$ cat src/rtl/serial_arith_pkg.sv
// rtl/serial_arith_pkg.sv - shared constants for the bit-serial arithmetic blocks
package serial_arith_pkg;

  localparam int DEFAULT_WIDTH = 4;

  localparam logic [1:0] IDLE = 2'd0;
  localparam logic [1:0] RUN  = 2'd1;
  localparam logic [1:0] DONE = 2'd2;

endpackage

$ cat src/rtl/serial_subtractor_if.sv
// rtl/serial_subtractor_if.sv - request/result handshake bundle of the serial subtractor
interface serial_subtractor_if #(parameter int WIDTH = 4);

  logic             START;
  logic [WIDTH-1:0] A;
  logic [WIDTH-1:0] B;
  logic             BIN;
  logic             BUSY;
  logic [WIDTH-1:0] DIFF;
  logic             BOUT;
  logic             VALID;
  logic             READY;

  modport master (
    output START, A, B, BIN, READY,
    input  BUSY, DIFF, BOUT, VALID
  );

  modport slave (
    input  START, A, B, BIN, READY,
    output BUSY, DIFF, BOUT, VALID
  );

endinterface

$ cat src/rtl/full_subtractor_bit.sv
// rtl/full_subtractor_bit.sv - one-bit full subtractor, combinational
module full_subtractor_bit (
  input  logic a,
  input  logic b,
  input  logic bin,
  output logic d,
  output logic bout
);

  assign d    = a ^ b ^ bin;
  assign bout = (~a & b) | (~(a ^ b) & bin);

endmodule

$ cat src/rtl/serial_subtractor.sv
// rtl/serial_subtractor.sv - bit-serial A - B - BIN, LSB first, VALID/READY result
module serial_subtractor
  import serial_arith_pkg::*;
#(
  parameter int WIDTH = DEFAULT_WIDTH
) (
  input  logic               CLK,
  input  logic               RST_N,
  serial_subtractor_if.slave bus
);

  localparam int CNT_W = $clog2(WIDTH + 1);

  logic [1:0]       state;
  logic [WIDTH-1:0] a_sr;
  logic [WIDTH-1:0] b_sr;
  logic [WIDTH-1:0] diff_sr;
  logic             br;
  logic             bout_q;
  logic             busy_q;
  logic             valid_q;
  logic [CNT_W-1:0] cnt;
  logic             d_bit;
  logic             br_next;

  full_subtractor_bit u_fsb (
    .a    (a_sr[0]),
    .b    (b_sr[0]),
    .bin  (br),
    .d    (d_bit),
    .bout (br_next)
  );

  always_ff @(posedge CLK or negedge RST_N) begin
    if (!RST_N) begin
      state   <= IDLE;
      a_sr    <= '0;
      b_sr    <= '0;
      diff_sr <= '0;
      br      <= 1'b0;
      bout_q  <= 1'b0;
      busy_q  <= 1'b0;
      valid_q <= 1'b0;
      cnt     <= '0;
    end else begin
      case (state)
        IDLE: begin
          if (bus.START) begin
            a_sr   <= bus.A;
            b_sr   <= bus.B;
            br     <= bus.BIN;
            cnt    <= '0;
            busy_q <= 1'b1;
            state  <= RUN;
          end
        end
        RUN: begin
          a_sr    <= a_sr >> 1;
          b_sr    <= b_sr >> 1;
          diff_sr <= {d_bit, diff_sr[WIDTH-1:1]};
          br      <= br_next;
          cnt     <= cnt + CNT_W'(1);
          // Last bit: borrow-out becomes visible together with VALID.
          if (cnt == CNT_W'(WIDTH - 1)) begin
            bout_q  <= br_next;
            valid_q <= 1'b1;
            state   <= DONE;
          end
        end
        DONE: begin
          if (bus.READY) begin
            valid_q <= 1'b0;
            busy_q  <= 1'b0;
            state   <= IDLE;
          end
        end
        default: begin
          valid_q <= 1'b0;
          busy_q  <= 1'b0;
          state   <= IDLE;
        end
      endcase
    end
  end

  assign bus.BUSY  = busy_q;
  assign bus.VALID = valid_q;
  assign bus.DIFF  = diff_sr;
  assign bus.BOUT  = bout_q;

endmodule

$ cat src/flat_wrapper.sv
// flat-port wrapper written by rule: the top's interface ports become plain ports
module serial_subtractor_flat import serial_arith_pkg::*;
#(
  parameter int WIDTH = DEFAULT_WIDTH
)
  (CLK, RST_N, bus_START, bus_A, bus_B, bus_BIN, bus_READY, bus_BUSY, bus_DIFF, bus_BOUT, bus_VALID);
  serial_subtractor_if #(.WIDTH(WIDTH)) bus_i ();
  input  logic CLK;
  input  logic RST_N;
  input wire logic [$bits(bus_i.START)-1:0] bus_START;
  input wire logic [$bits(bus_i.A)-1:0] bus_A;
  input wire logic [$bits(bus_i.B)-1:0] bus_B;
  input wire logic [$bits(bus_i.BIN)-1:0] bus_BIN;
  input wire logic [$bits(bus_i.READY)-1:0] bus_READY;
  output wire logic [$bits(bus_i.BUSY)-1:0] bus_BUSY;
  output wire logic [$bits(bus_i.DIFF)-1:0] bus_DIFF;
  output wire logic [$bits(bus_i.BOUT)-1:0] bus_BOUT;
  output wire logic [$bits(bus_i.VALID)-1:0] bus_VALID;
  assign bus_i.START = bus_START;
  assign bus_i.A = bus_A;
  assign bus_i.B = bus_B;
  assign bus_i.BIN = bus_BIN;
  assign bus_i.READY = bus_READY;
  assign bus_BUSY = bus_i.BUSY;
  assign bus_DIFF = bus_i.DIFF;
  assign bus_BOUT = bus_i.BOUT;
  assign bus_VALID = bus_i.VALID;
  serial_subtractor #(.WIDTH(WIDTH)) u_core (.CLK(CLK), .RST_N(RST_N), .bus(bus_i));
endmodule
$ cat config.mk
export PLATFORM = sky130hd
export DESIGN_NAME = serial_subtractor_flat
export DESIGN_NICKNAME = d
export VERILOG_FILES = /design/src/rtl/serial_arith_pkg.sv /design/src/rtl/serial_subtractor_if.sv /design/src/rtl/full_subtractor_bit.sv /design/src/rtl/serial_subtractor.sv /design/src/flat_wrapper.sv
export SDC_FILE = /design/constraint.sdc
export NUM_CORES = 1
export LEC_CHECK = 0
export CORE_MARGIN = 4
export CORE_UTILIZATION = 53
export CTS_CLUSTER_SIZE = 25
export DETAILED_ROUTE_END_ITERATION = 6
export GPL_ROUTABILITY_DRIVEN = 1
export GPL_TIMING_DRIVEN = 0
export MAX_ROUTING_LAYER = met4
export PLACE_DENSITY = 0.82
export SLEW_MARGIN = 5
export SYNTH_ARGS = -nofsm -noshare
export SYNTH_HDL_FRONTEND = slang
export SYNTH_SLANG_ARGS = --single-unit
$ cat constraint.sdc
create_clock -name CLK -period 2.13 [get_ports CLK]
set_clock_uncertainty 0.2 [all_clocks]
set_input_delay 0.213 -clock CLK [delete_from_list [all_inputs] [get_ports CLK]]
set_output_delay 0.213 -clock CLK [all_outputs]
set_load 0.01 [all_outputs]
==> flow_metrics.env, run 1 <==
export IMPL_slew_headroom_pct=39.0
export IMPL_ys_ff_latch=21
export IMPL_dr_total_vias=746
export IMPL_synthArstFlopShare_pct=100
export IMPL_drcViolationCount=0
export IMPL_leakage_uw=0.000543
export IMPL_drt_iter0_drc=20
export IMPL_rsz0062_at_grt="false"
export IMPL_n_antenna_cell=0
export IMPL_crit_path_max_fanout=3
export IMPL_fin_crit_sh_pct=77.5
export IMPL_finalHoldViolCount=0
export IMPL_post_cts_resized=0
export IMPL_tritoncts="yes"
export IMPL_internal_power_uw=1110
export IMPL_cts_root_buffer="clkbuf_4"
export IMPL_routedWlPerCell_um=14.0
export IMPL_max_cap_viol_count=0
export IMPL_cts_sinks=21
export IMPL_post_route_util_pct=70.5
export IMPL_timing_setup_tns_ns=0
export IMPL_wirelength_um=1990
export IMPL_cp_data_required_time_ns=1.72
export IMPL_layout_nets=134
export IMPL_synth_cell_type_count=25
export IMPL_postCtsSetupRepairBufs=0
export IMPL_area_growth_syn_to_layout_pct=24.0
export IMPL_grt_max_degree=22
export IMPL_grt_first_pass_wirelength_um=3570
export IMPL_synthesis_nets=111
export IMPL_tightest_slew_ns=0.912
export IMPL_vias_per_cell=5.25
export IMPL_die_height_um=51.3
export IMPL_fin_ws_ns=0.479
export IMPL_cts_hold_fix_buffers=0
export IMPL_htree_levels=1
export IMPL_crit_arrival_ns=1.24
export IMPL_routabilityCongestion=0.734
export IMPL_start_kind="flip-flop"
export IMPL_yosys_warnings=0
export IMPL_postSynthAreaPerCell_um2=10.4
export IMPL_crit_chain="clkdlybuf4s50_1"
export IMPL_ant_nets=0
export IMPL_clk_pin_slew_ns=0.11
export IMPL_io_pins=20
export IMPL_endpoint_kind="primary output"
export IMPL_antenna_found_initial=0
export IMPL_ir_drop_mv=0.885
export IMPL_rows=15
export IMPL_die_x_um=51.3
export IMPL_slowest_delay_ns=0.55
export IMPL_pre_cts_ws_ns=0.502
export IMPL_grt_ovfl_total=0
export IMPL_drive_gt1_share_pct=12.0
export IMPL_criticalPathCategory="reg2out"
export IMPL_min_path_cells=3
export IMPL_status="finished clean"
export IMPL_place_port_buffers=18
export IMPL_dieArea_um2=2630
export IMPL_reg2reg_depth=2
export IMPL_finalCriticalPeriod_ns=1.65
export IMPL_maxSlewViolCount=0
export IMPL_ys_flop_type="dfrtp_1"
export IMPL_design_core_area_um2=1750
export IMPL_ys_seq_area_share_pct=53.0
export IMPL_worstSkewPairLatency_ns=0.30
export IMPL_hold_class="in2reg"
export IMPL_cts_buffers=3
export IMPL_dp_hpwl_um=1470
export IMPL_switchingPower_uw=670
export IMPL_setup_viol=0
export IMPL_cts_path_max_buffers=2
export IMPL_synth_cells=95
export IMPL_crit_family="buffers and inverters"
export IMPL_p_comb_share_pct=49.2
export IMPL_cp_slowest_cell="clkdlybuf4s50_1"
export IMPL_initial_core_util_pct=56.8
export IMPL_p_per_area_nw_per_um2=1450
export IMPL_netlist_area_um2=992
export IMPL_switching_share_pct=37.6
export IMPL_synth_edf_count=0
export IMPL_p_clk_share_pct=10.6
export IMPL_grt_use_total_pct=18.7
export IMPL_power_frac_seq_pct=40.2
export IMPL_grt_pass1_vias=801
export IMPL_crit_buf_inv=1
export IMPL_fmax_mhz=606
export IMPL_worst_path_stages=1
export IMPL_dr_pass1_iters=4
-- Yosys cell counts, types with 2 or more instances --
cell type,count,share of area (%)
nor3_1,3,1.5
dfrtp_1,21,53
nor2b_1,3,1.9
nand2b_1,2,1.3
nor2_1,9,3.4
a21oi_1,2,1.0
o21ai_0,8,4.0
nand3b_1,3,2.3
buf_6,2,2.3
nand2_1,18,6.8
buf_2,3,1.5
a211oi_2,3,3.8
o221a_1,3,3.4
ha_1,2,2.5
inv_1,3,1.1
-- flip-flops by register name (all words and copies together), names as in the netlist --
| name | count |
|---|---|
| u_core.bus.DIFF | 4 |
| u_core.bus.BOUT | 1 |
| u_core.bus.VALID | 1 |
| u_core.state | 2 |
| u_core.br | 1 |
| u_core.b_sr | 4 |
| u_core.cnt | 3 |
| u_core.a_sr | 4 |
| u_core.bus.BUSY | 1 |
-- cell usage in the layout (no fill, tap or decap) --
cell type        Yosys  layout
a211oi_2             3       3
a21oi_1              2       2
a222oi_1             1       1
a22o_1               1       1
buf_2                3       3
buf_6                2       2
clkbuf_1             0       1
clkbuf_4             0       3
clkdlybuf4s50_1      0      18
dfrtp_1             21      21
fa_1                 1       1
ha_1                 2       2
inv_1                3       3
nand2_1             18      18
nand2_2              1       1
nand2b_1             2       2
nand3b_1             3       3
nor2_1               9       9
nor2b_1              3       3
nor2b_4              1       1
nor3_1               3       3
o21ai_0              8       8
o21ai_1              1       1
o21ba_4              1       1
o21bai_1             1       1
o221a_1              3       3
o22ai_1              1       1
o31ai_1              1       1
-- kinds of logic (layout without fill, tap and decap cells) --
family	after synthesis	count (layout)	synth area share, %
buf+inv	8	30	4.92
fa+ha+maj	3	3	4.54
flops	21	21	53.0
simple gates	40	40	19.2
compound gates	23	23	18.4
-- power by group through the flow --
stage	clock network, µW	registers [µW]	logic, µW
after detailed placement	0	722	886
after CTS	193	714	888
after global placement	0	711	855
final	189	716	877
after global routing	211	739	984
after floorplan	0	720	582
-- worst reg2reg max path, stage by stage, from the launching register on --
cell,delay [ns]
dfrtp_1,0.42
fa_1,0.48
a222oi_1,0.35
-- metal layers --
| layer | GRT usage (%) | wire (µm) | part of all wire, % |
|---|---|---|---|
| met1 | 21.7 | 848 | 43 |
| met2 | 32.6 | 1010 | 51 |
| met3 | 3.21 | 103 | 5.2 |
| met4 | 6.55 | 21 | 1.1 |
| met5 | - | 0 | 0 |
-- through the flow --
step	instances	hold WS [ns]	instance area (µm²)	total power, µW
global route	142	0.158	1230	1930
CTS	142	0.128	1230	1800
floorplan	95	-0.283	992	1300
finish	142	0.132	1230	1780
global placement	138	0.258	1200	1570
detailed placement	138	0.270	1200	1610
-- area by class of cell --
type,instances,area [µm²]
multi-input combinational,66,418
inverter,3,11.3
sequential,21,526
buffer,5,37.5
tap,25,31.3
clock buffer,4,26.3
fill,140,515
timing repair buffer,18,180
-- worst paths after layout --
check	startpoint	endpoint	slack (ns)
setup / recovery	u_core.bus.VALID	bus_VALID	0.48
hold / removal	bus_START	u_core.a_sr[2]	0.13
setup reg to reg	u_core.a_sr[0]	u_core.br	0.57
hold reg to reg	u_core.bus.DIFF[0]	u_core.bus.DIFF[0]	0.29
max in group asynchronous	RST_N	u_core.a_sr[1]	0.96
min in group asynchronous	RST_N	u_core.bus.DIFF[3]	0.22
No activity file was read; power rests on OpenSTA's default activity.
==> run 2: changes to the inputs <==
- CORE_UTILIZATION: 53 -> 44
- PLACE_DENSITY: 0.82 -> 0.73
- clock period: 2.13 -> 1.5 ns (I/O delays scaled with it)
==> run 2 against run 1 <==
First-iteration DRC count down 5.0%. Sequential share of layout area down 0.64 points. Via count is 2.5% higher. Setup slack worse by 0.44 ns. Count of clock-buffer cells in the layout did not move. Critical path depth rose by 2. Routed wire length is 1.5% higher. Non-clock buffer count up 3.
==> flow_metrics.env, run 2 (synthesized netlist as in run 1, its figures left out) <==
export IMPL_rsz0062_at_grt="true"
export IMPL_reg2reg_depth=3
export IMPL_rr_endpoint="u_core.br"
export IMPL_ant_nets=0
export IMPL_tightest_slew_ns=0.916
export IMPL_htree_levels=1
export IMPL_r2r_setup_slack_ns=0.04
export IMPL_fin_crit_sh_pct=97.2
export IMPL_dr_pass1_iters=4
export IMPL_final_common_cell="dfrtp_1"
export IMPL_hold_class="in2reg"
export IMPL_slew_headroom_pct=38.8
export IMPL_cts_root_buffer="clkbuf_4"
export IMPL_clk_pin_slew_ns=0.11
export IMPL_tritoncts="yes"
export IMPL_grt_max_degree=22
export IMPL_power_total_uw=2540
export IMPL_crit_path_max_fanout=2
export IMPL_finalCriticalPeriod_ns=1.46
export IMPL_n_antenna_cell=0
export IMPL_layout_nets=137
export IMPL_place_port_buffers=18
export IMPL_cts_buffers=3
export IMPL_ir_drop_mv=1.05
export IMPL_routabilityCongestion=0.715
export IMPL_die_height_um=55.5
export IMPL_timing_setup_tns_ns=0
export IMPL_post_route_util_pct=61.2
export IMPL_dr_total_vias=765
export IMPL_leakage_uw=0.000565
export IMPL_setup_viol=0
export IMPL_drt_iter0_drc=19
export IMPL_p_per_area_nw_per_um2=2030
export IMPL_antenna_found_initial=0
export IMPL_vias_per_cell=5.20
export IMPL_crit_arrival_ns=1.46
export IMPL_design_core_area_um2=2040
export IMPL_grt_pass1_vias=805
export IMPL_r2r_start="u_core.br"
export IMPL_worstSkewPairLatency_ns=0.30
export IMPL_status="finished clean"
export IMPL_area_growth_syn_to_layout_pct=25.9
export IMPL_endpoint_kind="flip-flop"
export IMPL_cts_sinks=21
export IMPL_maxSlewViolCount=0
export IMPL_initial_core_util_pct=48.6
export IMPL_routedWlPerCell_um=13.7
export IMPL_die_x_um=55.5
export IMPL_io_pins=20
export IMPL_cp_data_required_time_ns=1.50
export IMPL_whs_ns=0.0631
export IMPL_wirelength_um=2020
export IMPL_crit_end="u_core.br"
export IMPL_cts_path_max_buffers=2
export IMPL_holdCritStartpoint="bus_START"
export IMPL_drcViolationCount=0
export IMPL_grt_ovfl_total=0
export IMPL_criticalPathCategory="reg2reg"
export IMPL_grt_use_total_pct=15.6
export IMPL_drive_gt1_share_pct=16.7
export IMPL_start_kind="flip-flop"
export IMPL_dieArea_um2=3080
export IMPL_fmax_mhz=686
export IMPL_finalHoldViolCount=0
export IMPL_rows=16
export IMPL_dp_hpwl_um=1470
export IMPL_max_cap_viol_count=0
export IMPL_grt_first_pass_wirelength_um=3660
export IMPL_final_cell_mix="21 x dfrtp_1, 18 x nand2_1, 11 x clkdlybuf4s50_1, 9 x nor2_1, 8 x o21ai_0"
export IMPL_startpoint="u_core.br"
-- run 2: cell count changes in the layout (fill, tap and decap cells not counted) --
cell / change
fa_1: -1
clkdlybuf4s50_1: -7
fa_2: +1
inv_2: +2
dlygate4sd2_1: +7
inv_1: -2
buf_4: +3
-- run 2: area by class of cell --
class | instances | area, µm²
inverter | 3 | 11.3
timing repair buffer | 21 | 194
clock buffer | 4 | 26.3
sequential | 21 | 526
fill | 195 | 793
multi-input combinational | 66 | 420
buffer | 5 | 37.5
tap | 27 | 33.8
-- run 2: worst min-delay path by stage --
stage                                     to  slack, ns  depth (start not counted)
final                         u_core.b_sr[2]       0.06                          3
after global routing          u_core.b_sr[1]       0.06                          3
after detailed placement     u_core.bus.BOUT       0.28                          2
after floorplan               u_core.a_sr[0]      -0.35                          0
after CTS                     u_core.b_sr[2]       0.05                          3
after global placement    u_core.bus.DIFF[0]       0.26                          2
-- run 2: where the power goes --
part | internal [µW] | leakage [µW] | switching, µW
logic | 631 | 0.000296 | 628
registers | 835 | 0.000255 | 171
clock network | 104 | 0.0000150 | 168
total | 1570 | 0.000565 | 968
-- run 2: what timing repair did --
item                       CTS  global route
pin swaps                    0             2
buffers inserted             1             2
gates resized for setup      8             2
setup endpoints to repair    8             1
hold buffers                 0             0
gates cloned                 0             0
-- run 2: metal layers --
layer	vias up	global-route usage [%]	share of wire, %
met5	-	-	0
met4	0	5.21	0.89
met3	2	5.59	6.8
met2	26	24.3	50
met1	364	18.6	42
li1	373	-	-
-- run 2: metrics by stage --
stage / instances / setup WS [ns] / area, µm²
after CTS: 145 / 0.0304 / 1230
final: 147 / 0.0413 / 1250
after floorplan: 95 / 0.0963 / 992
after global routing: 147 / -0.0203 / 1250
after global placement: 140 / -0.0302 / 1210
after detailed placement: 140 / -0.0366 / 1210
-- run 2: worst max-delay path, cell delays in order, from the launching register on --
cell and delay (ns):
dfrtp_1 0.36, inv_2 0.05, fa_2 0.41, a222oi_1 0.34
